`config.mk`:
```
export PLATFORM = sky130hd
export DESIGN_NAME = if_fetch_queue
export DESIGN_NICKNAME = d
export VERILOG_FILES = /design/src/rtl/if_fetch_queue.sv
export SDC_FILE = /design/constraint.sdc
export NUM_CORES = 1
export LEC_CHECK = 0
export CORE_MARGIN = 1.5
export CORE_UTILIZATION = 40
export DETAILED_ROUTE_END_ITERATION = 10
export DONT_BUFFER_PORTS = 1
export GPL_ROUTABILITY_DRIVEN = 0
export PLACE_DENSITY_LB_ADDON = 0.05
export SYNTH_ARGS = -nofsm -noshare
export SYNTH_HDL_FRONTEND = slang
export SYNTH_SLANG_ARGS = --single-unit
```
`constraint.sdc`:
```
create_clock -name clk -period 16.3 [get_ports clk]
set_input_delay 2.445 -clock clk [delete_from_list [all_inputs] [get_ports clk]]
set_output_delay 2.445 -clock clk [all_outputs]
set_load 0.005 [all_outputs]
```
`src/rtl/if_fetch_queue.sv`:
```
// Instruction fetch queue: issues fetches for the PC unit under a credit limit,
// pairs in-order memory responses with their PCs and buffers them for decode.
module if_fetch_queue #(
  parameter int DEPTH = 2
) (
  input  logic        clk,
  input  logic        rst_n,
  input  logic [31:0] pc_in,
  output logic        pc_advance,
  input  logic        flush,
  output logic        imem_req_valid,
  input  logic        imem_req_ready,
  output logic [31:0] imem_addr,
  input  logic        imem_rsp_valid,
  input  logic [31:0] imem_rsp_data,
  output logic        instr_valid,
  input  logic        instr_ready,
  output logic [31:0] instr,
  output logic [31:0] instr_pc,
  output logic        misaligned
);

  localparam int PW = $clog2(DEPTH);
  localparam int CW = PW + 1;

  typedef enum logic {
    RUN   = 1'b0,
    DRAIN = 1'b1
  } state_t;

  state_t         state;
  logic [CW-1:0]  occupancy;
  logic [CW-1:0]  outstanding;
  logic [CW-1:0]  drop_cnt;
  logic [CW-1:0]  credits;
  logic [CW-1:0]  in_flight;
  logic [CW-1:0]  flush_drop;
  logic [PW-1:0]  buf_wr;
  logic [PW-1:0]  buf_rd;
  logic [PW-1:0]  pend_wr;
  logic [PW-1:0]  pend_rd;
  logic [31:0]    buf_instr [DEPTH];
  logic [31:0]    buf_pc    [DEPTH];
  logic [31:0]    pend_pc   [DEPTH];
  logic           accept;
  logic           rsp_write;
  logic           pop;

  // Handshakes: a transfer happens on a cycle where valid and ready are both
  // high; valid never depends on ready, and payload is held while valid waits.
  assign misaligned     = pc_in[1:0] != 2'b00;
  assign credits        = outstanding + occupancy;
  assign imem_req_valid = rst_n && (state == RUN) && !flush &&
                          (credits < CW'(DEPTH)) && !misaligned;
  assign imem_addr      = pc_in;
  assign accept         = imem_req_valid && imem_req_ready;
  assign pc_advance     = accept;

  assign rsp_write   = imem_rsp_valid && (state == RUN) && (outstanding != '0);
  assign instr_valid = rst_n && (occupancy != '0);
  assign pop         = instr_valid && instr_ready;
  assign instr       = buf_instr[buf_rd];
  assign instr_pc    = buf_pc[buf_rd];

  // Only one of outstanding/drop_cnt is non-zero, so their sum is what the
  // memory still owes us; a response landing on the flush cycle is already paid.
  assign in_flight  = outstanding + drop_cnt;
  assign flush_drop = in_flight - CW'(imem_rsp_valid && (in_flight != '0));

  always_ff @(posedge clk) begin
    if (!rst_n) begin
      state       <= RUN;
      occupancy   <= '0;
      outstanding <= '0;
      drop_cnt    <= '0;
      buf_wr      <= '0;
      buf_rd      <= '0;
      pend_wr     <= '0;
      pend_rd     <= '0;
      for (int i = 0; i < DEPTH; i++) begin
        buf_instr[i] <= 32'h0000_0013;
        buf_pc[i]    <= '0;
        pend_pc[i]   <= '0;
      end
    end else if (flush) begin
      occupancy   <= '0;
      outstanding <= '0;
      buf_wr      <= '0;
      buf_rd      <= '0;
      pend_wr     <= '0;
      pend_rd     <= '0;
      drop_cnt    <= flush_drop;
      state       <= (flush_drop != '0) ? DRAIN : RUN;
    end else begin
      if (accept) begin
        pend_pc[pend_wr] <= pc_in;
        pend_wr          <= pend_wr + 1'b1;
      end
      if (rsp_write) begin
        buf_instr[buf_wr] <= imem_rsp_data;
        buf_pc[buf_wr]    <= pend_pc[pend_rd];
        buf_wr            <= buf_wr + 1'b1;
        pend_rd           <= pend_rd + 1'b1;
      end
      if (pop) begin
        buf_rd <= buf_rd + 1'b1;
      end
      occupancy   <= occupancy + CW'(rsp_write) - CW'(pop);
      outstanding <= outstanding + CW'(accept) - CW'(rsp_write);
      if (state == DRAIN) begin
        if (imem_rsp_valid && (drop_cnt != '0)) begin
          drop_cnt <= drop_cnt - 1'b1;
        end
        if ((drop_cnt == '0) || (imem_rsp_valid && (drop_cnt == CW'(1)))) begin
          state <= RUN;
        end
      end
    end
  end

endmodule

```
==> results of run 1 <==
==> state kept, by name, summed over array words and instances, names as in the netlist, named ones only <==
| name | flops |
|---|---|
| buf_instr | 64 |
| buf_pc | 64 |
| buf_rd | 1 |
| buf_wr | 1 |
| drop_cnt | 2 |
| occupancy | 2 |
| outstanding | 2 |
| pend_pc | 64 |
| pend_rd | 1 |
| pend_wr | 1 |
| state | 1 |
==> stage by stage <==
step                      power [W]  std cells  hold WS, ns  util, %
after CTS                  0.001110        926       0.5104    43.49
after global placement    0.0006481        885       0.5118    40.58
after global routing       0.001135        926       0.5534    43.49
after floorplan           0.0006444        679       0.4801        -
final                      0.001097        926       0.5104    43.49
after detailed placement  0.0006497        885       0.4966    40.58
==> worst register-to-register path, cell delays in order (launching register included) <==
cell	delay (ns)
dfxtp_1	0.37
o211ai_1	0.18
buf_4	0.66
clkinv_1	1.12
ha_1	0.68
inv_1	0.04
ha_1	0.19
xor2_1	0.19
xnor2_1	0.15
nor2_1	0.05
==> layer usage <==
metal,routed length [µm],vias to the layer above
met3,1209,28
met5,0,-
met4,488,0
li1,-,2324
met2,9219,131
met1,8142,2354
==> final cells by class <==
cell class	instances	area share, %
Sequential cell	205	61.62
Multi-Input combinational cell	380	27.23
Clock buffer	28	6.073
Tap cell	285	3.644
Clock inverter	13	0.6264
Timing Repair Buffer	6	0.4602
Inverter	9	0.3452
==> cells in the final DEF (no fill, tap or decap), types with 2 or more instances in the layout <==
cell and instances:
or3_1 7, xnor2_1 9, nand2_1 33, clkinv_1 7, and3_1 60, ha_1 8
nand2b_2 2, edfxtp_1 192, a21oi_1 2, clkbuf_16 23, clkinv_2 6, a21boi_0 3
mux2i_1 32, mux2_2 64, dfxtp_1 11, conb_1 4, xor2_1 3, buf_4 6
inv_1 8, nor2_1 65, o21ai_4 3, and2_1 3, clkbuf_1 5, nor3_1 65
==> cells by family (layout without fill, tap and decap cells) <==
kind of cell	after synthesis	count (layout)
and+or+nand+nor	245	245
DFF	205	205
muxes	96	96
buffers and inverters	94	56
AOI/OAI and AO/OA	14	14
xor gates and xnor gates	13	13
adders and majority gates	8	8
other	1	4
==> worst paths after layout <==
kind,start,end,cells past startpoint
max reg2reg,outstanding[1],outstanding[1],9
max,pc_in[1],pc_advance,2
min,buf_rd,flip-flop,2
min reg2reg,buf_rd,flip-flop,2
==> power breakdown <==
part           total [W]  leakage, nW  internal [W]  switching (W)
clock           0.000460        0.327      0.000258       0.000202
combinational  0.0000398         1.01     0.0000114      0.0000284
sequential      0.000597         2.07      0.000593     0.00000486
==> impl_metrics.env, run 1 <==
export IMPL_synthSimpleGateAreaFrac_pct=13.36
export IMPL_cts_made_buffers=23
export IMPL_clock_skew_ns=0.01370
export IMPL_synth_top_area_share_pct=63.36
export IMPL_drt_pass1_iter_count=4
export IMPL_fin_nets=703
export IMPL_drt_wirelength_per_cell_um=20.58
export IMPL_synth_fa_ha_area_share_pct=1.100
export IMPL_die_height_um=153.8
export IMPL_final_period_utilization_pct=35.59
export IMPL_rows=55
export IMPL_pre_cts_slack_ns=10.44
export IMPL_synth_distinct_cells=40
export IMPL_r2r_slack_ns=12.55
export IMPL_syn_area_per_cell_um2=13.46
export IMPL_ios=170
export IMPL_cap_violations=0
export IMPL_place_hpwl_um=10510
export IMPL_io_buffers=0
export IMPL_synth_top_family_by_area="simple AND/OR/NAND/NOR gates"
export IMPL_finalWorstSetupSlack_ns=10.50
export IMPL_viasPerCell=5.224
export IMPL_cp_top_family="simple AND/OR/NAND/NOR gates"
export IMPL_hold_viol=0
export IMPL_grt_total_usage_pct=16.18
export IMPL_die_w_um=153.8
export IMPL_crit_chain="or3_1 -> nor4_1"
export IMPL_max_stage_delay_ns=0.48
export IMPL_start_util_pct=40.44
export IMPL_synth_edff_count=192
export IMPL_slew_limit_headroom_pct=19.14
export IMPL_arrival_ns=3.36
export IMPL_clock_sinks=205
export IMPL_synth_async_reset_ratio_pct=0
export IMPL_p_leak_nw=3.405
export IMPL_drc=0
export IMPL_gr_total_overflow=0
export IMPL_worst_pin_slew_ns=1.208
export IMPL_critPathLaunchType="primary input"
export IMPL_fin_area_mm2=0.009787
export IMPL_rsz0062_at_grt="no"
export IMPL_area_growth_pct=7.549
export IMPL_root_buffer="clkbuf_16"
export IMPL_htree_levels=1
export IMPL_ys_flop_type="edfxtp_1"
export IMPL_critPathSlowestCell="or3_1"
export IMPL_synthTopCellsByCount="edfxtp_1, nor2_1, nor3_1"
export IMPL_seq_area_mm2=0.006031
export IMPL_n_antenna_cell=0
export IMPL_routed_wl_um=19060
export IMPL_grt_busiest_layer="met2"
export IMPL_slew_violations=0
export IMPL_drive_gt1_share_pct=17.63
export IMPL_min_period_ns=5.802
export IMPL_dieArea_mm2=0.02366
export IMPL_ant_nets=0
export IMPL_worst_setup_path_type="primary input to output pin"
export IMPL_multi_input_area_mm2=0.002665
export IMPL_drt_iter0_markers=264
export IMPL_seq_area_frac_synth_pct=66.22
export IMPL_placed_area_mm2=0.009131
export IMPL_synth_area_leaders="edfxtp_1, mux2_2, and3_1"
export IMPL_clockBufferDepth=3
export IMPL_ir_worst_vdd_mv=0.08601
export IMPL_synth_mux_area_share_pct=11.44
export IMPL_setup_viol_count_final=0
export IMPL_status="complete, no violations"
export IMPL_grt_pass1_vias=4984
export IMPL_tns_ns=0
export IMPL_grt_first_pass_wirelength_um=29580
export IMPL_nFillCells=2068
export IMPL_synthesis_area_mm2=0.009100
export IMPL_path_buf_inv=0
export IMPL_hold_buffers=0
export IMPL_antenna_found_initial=0
export IMPL_grt_max_degree=75
export IMPL_clk_latency_ns=0.51
export IMPL_gr_usage_met2_pct=27.54
export IMPL_post_cts_resized=0
export IMPL_yosysMostFrequentCell="edfxtp_1"
export IMPL_syn_inst=676
export IMPL_cts_setup_buffers=0
export IMPL_yosysTopAreaCell="edfxtp_1"
export IMPL_synth_compound_area_share_pct=1.114
export IMPL_worst_path_max_fanout=6
export IMPL_endpoint_kind="output pin"
export IMPL_powerDensity_mw_per_mm2=112.1
export IMPL_met1_usage_pct=20.07
export IMPL_fmax_mhz=172.4
export IMPL_met3_usage_pct=4.622
export IMPL_cts_tree="yes"
export IMPL_synthXorXnorAreaFrac_pct=1.402
export IMPL_num_vias=4837
export IMPL_required_ns=13.86
export IMPL_path_clk_slew_ns=0.06
export IMPL_yosysWarnings=0
export IMPL_core_area_mm2=0.02250
export IMPL_synth_seq_cells=205
export IMPL_hold_class="flip-flop to flip-flop"
Note: power is estimated with default switching activity, not from simulation.
==> run 2: changes to the inputs <==
clock period = 5.7 ns   (was 16.3 ns; I/O delays follow)
==> run 2 against run 1 <==
Routed wire length fell by 3.8%. Setup slack lost 8.6 ns. Via count grew 0.83%. Final cell count is 0.22% higher. Register-to-register slack lost 11 ns. Global-route usage is 0.51 points lower. Critical path depth rose by 7. Clock power grew to 3.1 times the previous value. First-iteration DRC count fell by 16%. Largest power group unchanged. Highest routed layer unchanged.
==> impl_metrics.env, run 2 (same netlist as run 1, synthesis figures left out) <==
export IMPL_final_common_cell="edfxtp_1"
export IMPL_fmax_mhz=266.0
export IMPL_core_area_mm2=0.02250
export IMPL_slew_limit_headroom_pct=24.00
export IMPL_final_cell_mix="edfxtp_1, nor3_1, nor2_1, mux2_2, and3_1"
export IMPL_hold_class="primary input to flip-flop"
export IMPL_cts_tree="yes"
export IMPL_r2r_slack_ns=1.94
export IMPL_rr_endpoint="outstanding[1]"
export IMPL_finalWorstSetupSlack_ns=1.941
export IMPL_viasPerCell=5.255
export IMPL_min_path_cells=1
export IMPL_critPathLaunchType="flip-flop"
export IMPL_gr_total_overflow=0
export IMPL_powerDensity_mw_per_mm2=327.6
export IMPL_cts_setup_buffers=0
export IMPL_antenna_found_initial=1
export IMPL_drc=0
export IMPL_final_period_utilization_pct=65.96
export IMPL_path_clk_slew_ns=0.06
export IMPL_path_common_cell="ha_1"
export IMPL_hold_viol=0
export IMPL_io_buffers=0
export IMPL_grt_total_usage_pct=15.68
export IMPL_root_buffer="clkbuf_16"
export IMPL_endpoint_kind="flip-flop"
export IMPL_worst_setup_path_type="flip-flop to flip-flop"
export IMPL_drive_gt1_share_pct=17.94
export IMPL_htree_levels=1
export IMPL_p_leak_nw=3.437
export IMPL_status="complete, no violations"
export IMPL_required_ns=6.08
export IMPL_clock_sinks=205
export IMPL_r2r_start="outstanding[1]"
export IMPL_num_vias=4877
export IMPL_ff2ff_path_depth=9
export IMPL_multi_input_area_mm2=0.002665
export IMPL_top_regs="buf_instr x64, buf_pc x64, pend_pc x64"
export IMPL_tns_ns=0
export IMPL_clockBufferDepth=3
export IMPL_die_height_um=153.8
export IMPL_nFillCells=2021
export IMPL_max_stage_delay_ns=1.11
export IMPL_dieArea_mm2=0.02366
export IMPL_drt_pass1_iter_count=4
export IMPL_grt_first_pass_wirelength_um=28870
export IMPL_die_w_um=153.8
export IMPL_worstHoldStart="rst_n"
export IMPL_cp_top_family="buffers and inverters"
export IMPL_hold_buffers=0
export IMPL_ios=170
export IMPL_cap_violations=0
export IMPL_routed_wl_um=18340
export IMPL_crit_chain="o211ai_1 -> buf_4 -> clkinv_1 -> ha_1 -> inv_1 -> ha_1 -> xor2_1 -> xnor2_1 -> nor2_1"
export IMPL_path_buf_inv=3
export IMPL_clk_latency_ns=0.51
export IMPL_rows=55
export IMPL_worst_path_max_fanout=74
export IMPL_arrival_ns=4.14
export IMPL_cts_made_buffers=24
export IMPL_area_growth_pct=8.305
export IMPL_ant_nets=0
export IMPL_slew_violations=0
export IMPL_hold_end="drop_cnt[0]"
export IMPL_drt_wirelength_per_cell_um=19.76
export IMPL_grt_pass1_vias=5017
export IMPL_clock_skew_ns=0.005758
export IMPL_post_cts_resized=0
export IMPL_ir_worst_vdd_mv=0.1910
export IMPL_setup_viol_count_final=0
export IMPL_start_util_pct=40.44
export IMPL_rsz0062_at_grt="no"
export IMPL_critPathSlowestCell="clkinv_1"
export IMPL_grt_max_degree=75
export IMPL_pre_cts_slack_ns=1.411
export IMPL_worst_pin_slew_ns=1.136
export IMPL_place_hpwl_um=10590
export IMPL_drt_iter0_markers=222
export IMPL_fin_nets=704
export IMPL_min_period_ns=3.759
export IMPL_seq_area_mm2=0.006031
==> run 2: cell types whose count changed in the layout (fill, tap and decap cells not counted) <==
cell       delta
bufinv_16     +1
clkbuf_1      -1
clkbuf_16     +2
clkinv_1      -1
diode_2       +2
inv_6         -1
==> run 2: routing by layer <==
| layer | global-route usage (%) | share of wire, % |
|---|---|---|
| met1 | 18.74 | 41 |
| met2 | 27.15 | 49 |
| met3 | 4.848 | 7.2 |
| met4 | 4.716 | 2.5 |
| met5 | 0 | 0 |
==> run 2: area by class of cell <==
| cell class | count | area share (%) |
|---|---|---|
| Sequential cell | 205 | 61.19 |
| Multi-Input combinational cell | 380 | 27.04 |
| Clock buffer | 29 | 6.500 |
| Tap cell | 285 | 3.618 |
| Clock inverter | 12 | 0.7998 |
| Timing Repair Buffer | 6 | 0.4570 |
| Inverter | 9 | 0.3428 |
| Antenna cell | 2 | 0.05078 |
==> run 2: report_power, final <==
part / total (W) / internal [W] / leakage (nW) / switching [W]
Sequential: 0.00171 / 0.00169 / 2.07 / 0.0000136
Combinational: 0.000112 / 0.0000325 / 1.01 / 0.0000793
Clock: 0.00141 / 0.000836 / 0.358 / 0.000573
Total: 0.00323 / 0.00256 / 3.44 / 0.000666
==> run 2: worst max-delay path by stage <==
| stage | endpoint | start | cells after the start | slack (ns) |
|---|---|---|---|---|
| global route | outstanding[1] | outstanding[1] | 9 | 1.62 |
| detailed placement | outstanding[1] | imem_rsp_valid | 9 | 1.41 |
| global placement | outstanding[1] | imem_rsp_valid | 9 | 1.55 |
| finish | outstanding[1] | outstanding[1] | 9 | 1.94 |
| CTS | outstanding[1] | outstanding[1] | 9 | 1.81 |
| floorplan | buf_instr[0][0] | rst_n | 6 | -1.02 |
==> run 2: per-stage QoR <==
| stage | utilization, % | cell area, µm² | hold slack [ns] | power (W) | instances |
|---|---|---|---|---|---|
| 2_1_floorplan | - | 9111 | 0.4801 | 0.001843 | 679 |
| 3_3_place_gp | 40.58 | 9131 | 0.4967 | 0.001851 | 885 |
| 3_5_place_dp | 40.58 | 9131 | 0.5024 | 0.001855 | 885 |
| 4_1_cts | 43.78 | 9851 | 0.4572 | 0.003266 | 926 |
| 5_1_grt | 43.78 | 9851 | 0.4635 | 0.003343 | 926 |
| 6_report | 43.80 | 9856 | 0.4775 | 0.003229 | 928 |
==> run 3: changes to the inputs <==
ABC_AREA = 1   (was default)
clock period = 3.3 ns   (was 5.7 ns; I/O delays follow)
==> run 3 against run 2 <==
Clock skew barely moved. Synthesized cell count rose by 7.4%. Global-route usage fell by 0.46 points. Hold slack got worse by 0.35 ns. Non-clock buffer count rose by 2. Sequential cell count did not move. Largest cell class unchanged. Via count fell by 1.0%. Setup slack got worse by 1.1 ns. Synthesized area rose by 0.66%. Critical path type is now flip-flop to output pin. Core utilization rose by 0.077 points. Register-to-register slack got worse by 0.63 ns.
==> impl_metrics.env, run 3 <==
export IMPL_drt_pass1_iter_count=4
export IMPL_final_cell_mix="edfxtp_1, nor2_1, inv_1, mux2_2, nor2_2"
export IMPL_fin_nets=777
export IMPL_p_clk_share_pct=42.6
export IMPL_clockBufferDepth=3
export IMPL_synth_distinct_cells=29
export IMPL_synth_seq_cells=205
export IMPL_routed_wl_um=17960
export IMPL_syn_area_per_cell_um2=12.62
export IMPL_r2r_start="outstanding[1]"
export IMPL_critPathLaunchType="flip-flop"
export IMPL_crit_chain="mux2_2"
export IMPL_dieArea_mm2=0.02382
export IMPL_yosysMostFrequentCell="edfxtp_1"
export IMPL_root_buffer="clkbuf_16"
export IMPL_tns_ns=0
export IMPL_fmax_mhz=404.6
export IMPL_synthTopCellsByCount="edfxtp_1, nor2_1, inv_1"
export IMPL_grt_pass1_vias=5179
export IMPL_drc=0
export IMPL_hold_end="drop_cnt[0]"
export IMPL_num_vias=4828
export IMPL_dp_cells=959
export IMPL_cts_setup_buffers=0
export IMPL_min_period_ns=2.472
export IMPL_start_util_pct=40.58
export IMPL_status="complete, no violations"
export IMPL_required_ns=2.80
export IMPL_grt_first_pass_wirelength_um=28030
export IMPL_drt_wirelength_per_cell_um=17.98
export IMPL_worst_setup_path_type="flip-flop to output pin"
export IMPL_grt_max_degree=65
export IMPL_path_clk_slew_ns=0.06
export IMPL_clk_latency_ns=0.49
export IMPL_p_leak_nw=3.801
export IMPL_rr_endpoint="buf_pc[0][9]"
export IMPL_syn_inst=726
export IMPL_drive_gt1_share_pct=24.79
export IMPL_die_w_um=154.3
export IMPL_clock_sinks=205
export IMPL_io_buffers=0
export IMPL_r2r_slack_ns=1.31
export IMPL_seq_power_share_pct=53.8
export IMPL_min_path_cells=2
export IMPL_ios=170
export IMPL_cp_top_family="flip-flops"
export IMPL_max_stage_delay_ns=0.93
export IMPL_viasPerCell=4.833
export IMPL_worst_pin_slew_ns=1.125
export IMPL_n_antenna_cell=0
export IMPL_top_regs="buf_instr x64, buf_pc x64, pend_pc x64"
export IMPL_arrival_ns=1.98
export IMPL_path_buf_inv=0
export IMPL_instances_no_fill=999
export IMPL_hold_class="primary input to flip-flop"
export IMPL_setup_viol_count_final=0
export IMPL_final_period_utilization_pct=74.90
export IMPL_grt_total_usage_pct=15.22
export IMPL_gr_total_overflow=0
export IMPL_worst_path_max_fanout=64
export IMPL_cts_made_buffers=23
export IMPL_rows=55
export IMPL_antenna_found_initial=0
export IMPL_intPower_w=0.004356
export IMPL_switching_power_w=0.001116
export IMPL_hold_buffers=0
export IMPL_nFillCells=2124
export IMPL_synth_async_reset_ratio_pct=0
export IMPL_seq_area_mm2=0.006031
export IMPL_endpoint_kind="output pin"
export IMPL_synth_edff_count=192
export IMPL_critPathSlowestCell="dfxtp_4"
export IMPL_htree_levels=1
export IMPL_area_growth_pct=8.114
export IMPL_powerDensity_mw_per_mm2=552.6
export IMPL_final_common_cell="edfxtp_1"
export IMPL_ant_nets=0
export IMPL_die_height_um=154.3
export IMPL_post_cts_resized=0
export IMPL_place_hpwl_um=10660
export IMPL_yosysTopAreaCell="edfxtp_1"
export IMPL_drt_iter0_markers=184
export IMPL_synth_area_leaders="edfxtp_1, mux2_2, nor2_1"
export IMPL_worstHoldStart="rst_n"
export IMPL_ff2ff_path_depth=7
export IMPL_slew_limit_headroom_pct=24.97
export IMPL_cts_tree="yes"
export IMPL_hold_viol=0
export IMPL_combPwrFrac_pct=3.6
export IMPL_ir_worst_vdd_mv=0.3643
export IMPL_multi_input_area_mm2=0.002404
export IMPL_rsz0062_at_grt="no"
export IMPL_ys_flop_type="edfxtp_1"
export IMPL_synthesis_area_mm2=0.009160
export IMPL_yosysWarnings=0
export IMPL_swShare_pct=20.40
export IMPL_core_area_mm2=0.02257
export IMPL_clock_skew_ns=0.005996
export IMPL_seq_area_frac_synth_pct=65.78
export IMPL_synth_top_area_share_pct=62.94
export IMPL_cap_violations=0
export IMPL_slew_violations=0
run 3: cell count changes in the layout (fill, tap and decap cells not counted), sizes merged, moves of 7 or more:
cell and delta:
nor2 +128, nand3 +13, and3 -60, or3 -7, xnor2 -7, inv +79, nor3 -66
run 3: per-stage QoR:
step	utilization (%)	hold WS [ns]	total power (W)	worst slack [ns]	instance area [µm²]
floorplan	-	0.4474	0.003169	0.2136	9171
global placement	40.85	0.4587	0.003197	1.087	9220
detailed placement	40.85	0.4665	0.003205	1.046	9220
CTS	43.87	0.1033	0.005563	0.7881	9903
global route	43.87	0.1478	0.005679	0.7222	9903
finish	43.87	0.1313	0.005473	0.8282	9903
run 3: layout make-up:
class / instances / share of cell area, %
sequential: 205 / 60.90
multi-input combinational: 373 / 24.27
clock buffer: 31 / 6.216
tap: 285 / 3.601
inverter: 88 / 3.348
timing repair buffer: 8 / 0.9855
clock inverter: 9 / 0.6822
run 3: kinds of logic after synthesis:
family                   synth area share [%]
flip-flops                              65.78
adder cells (fa/ha/maj)                 1.093
other                                 0.04094
AO/OA/AOI/OAI                          0.7922
buffers and inverters                   8.319
XOR/XNOR                               0.2869
AND/OR/NAND/NOR                         12.32
multiplexers                            11.36
run 3: worst max path at each step:
| stage | from | to | slack [ns] | cells after the start |
|---|---|---|---|---|
| after CTS | flip-flop | instr_pc[25] | 0.79 | 1 |
| after detailed placement | flush | buf_pc[0][14] | 1.05 | 6 |
| after floorplan | rst_n | buf_instr[1][0] | 0.21 | 7 |
| after global placement | flush | buf_pc[0][11] | 1.09 | 6 |
| after global routing | flip-flop | instr_pc[27] | 0.72 | 1 |
| final | flip-flop | instr_pc[28] | 0.83 | 1 |
run 3: per-layer routing:
metal	share of wire (%)	up-vias	global-route usage, %
li1	-	2324	-
met1	43	2347	18.74
met2	49	126	26.37
met3	6.4	31	4.203
met4	2.0	0	4.167
met5	0	-	0
run 3: power groups by stage:
stage,clock network (W),registers (W),logic (W)
5_1_grt,0.00250,0.00295,0.000224
3_3_place_gp,0,0.00300,0.000201
6_report,0.00233,0.00294,0.000199
2_1_floorplan,0,0.00300,0.000173
3_5_place_dp,0,0.00300,0.000204
4_1_cts,0.00241,0.00295,0.000206
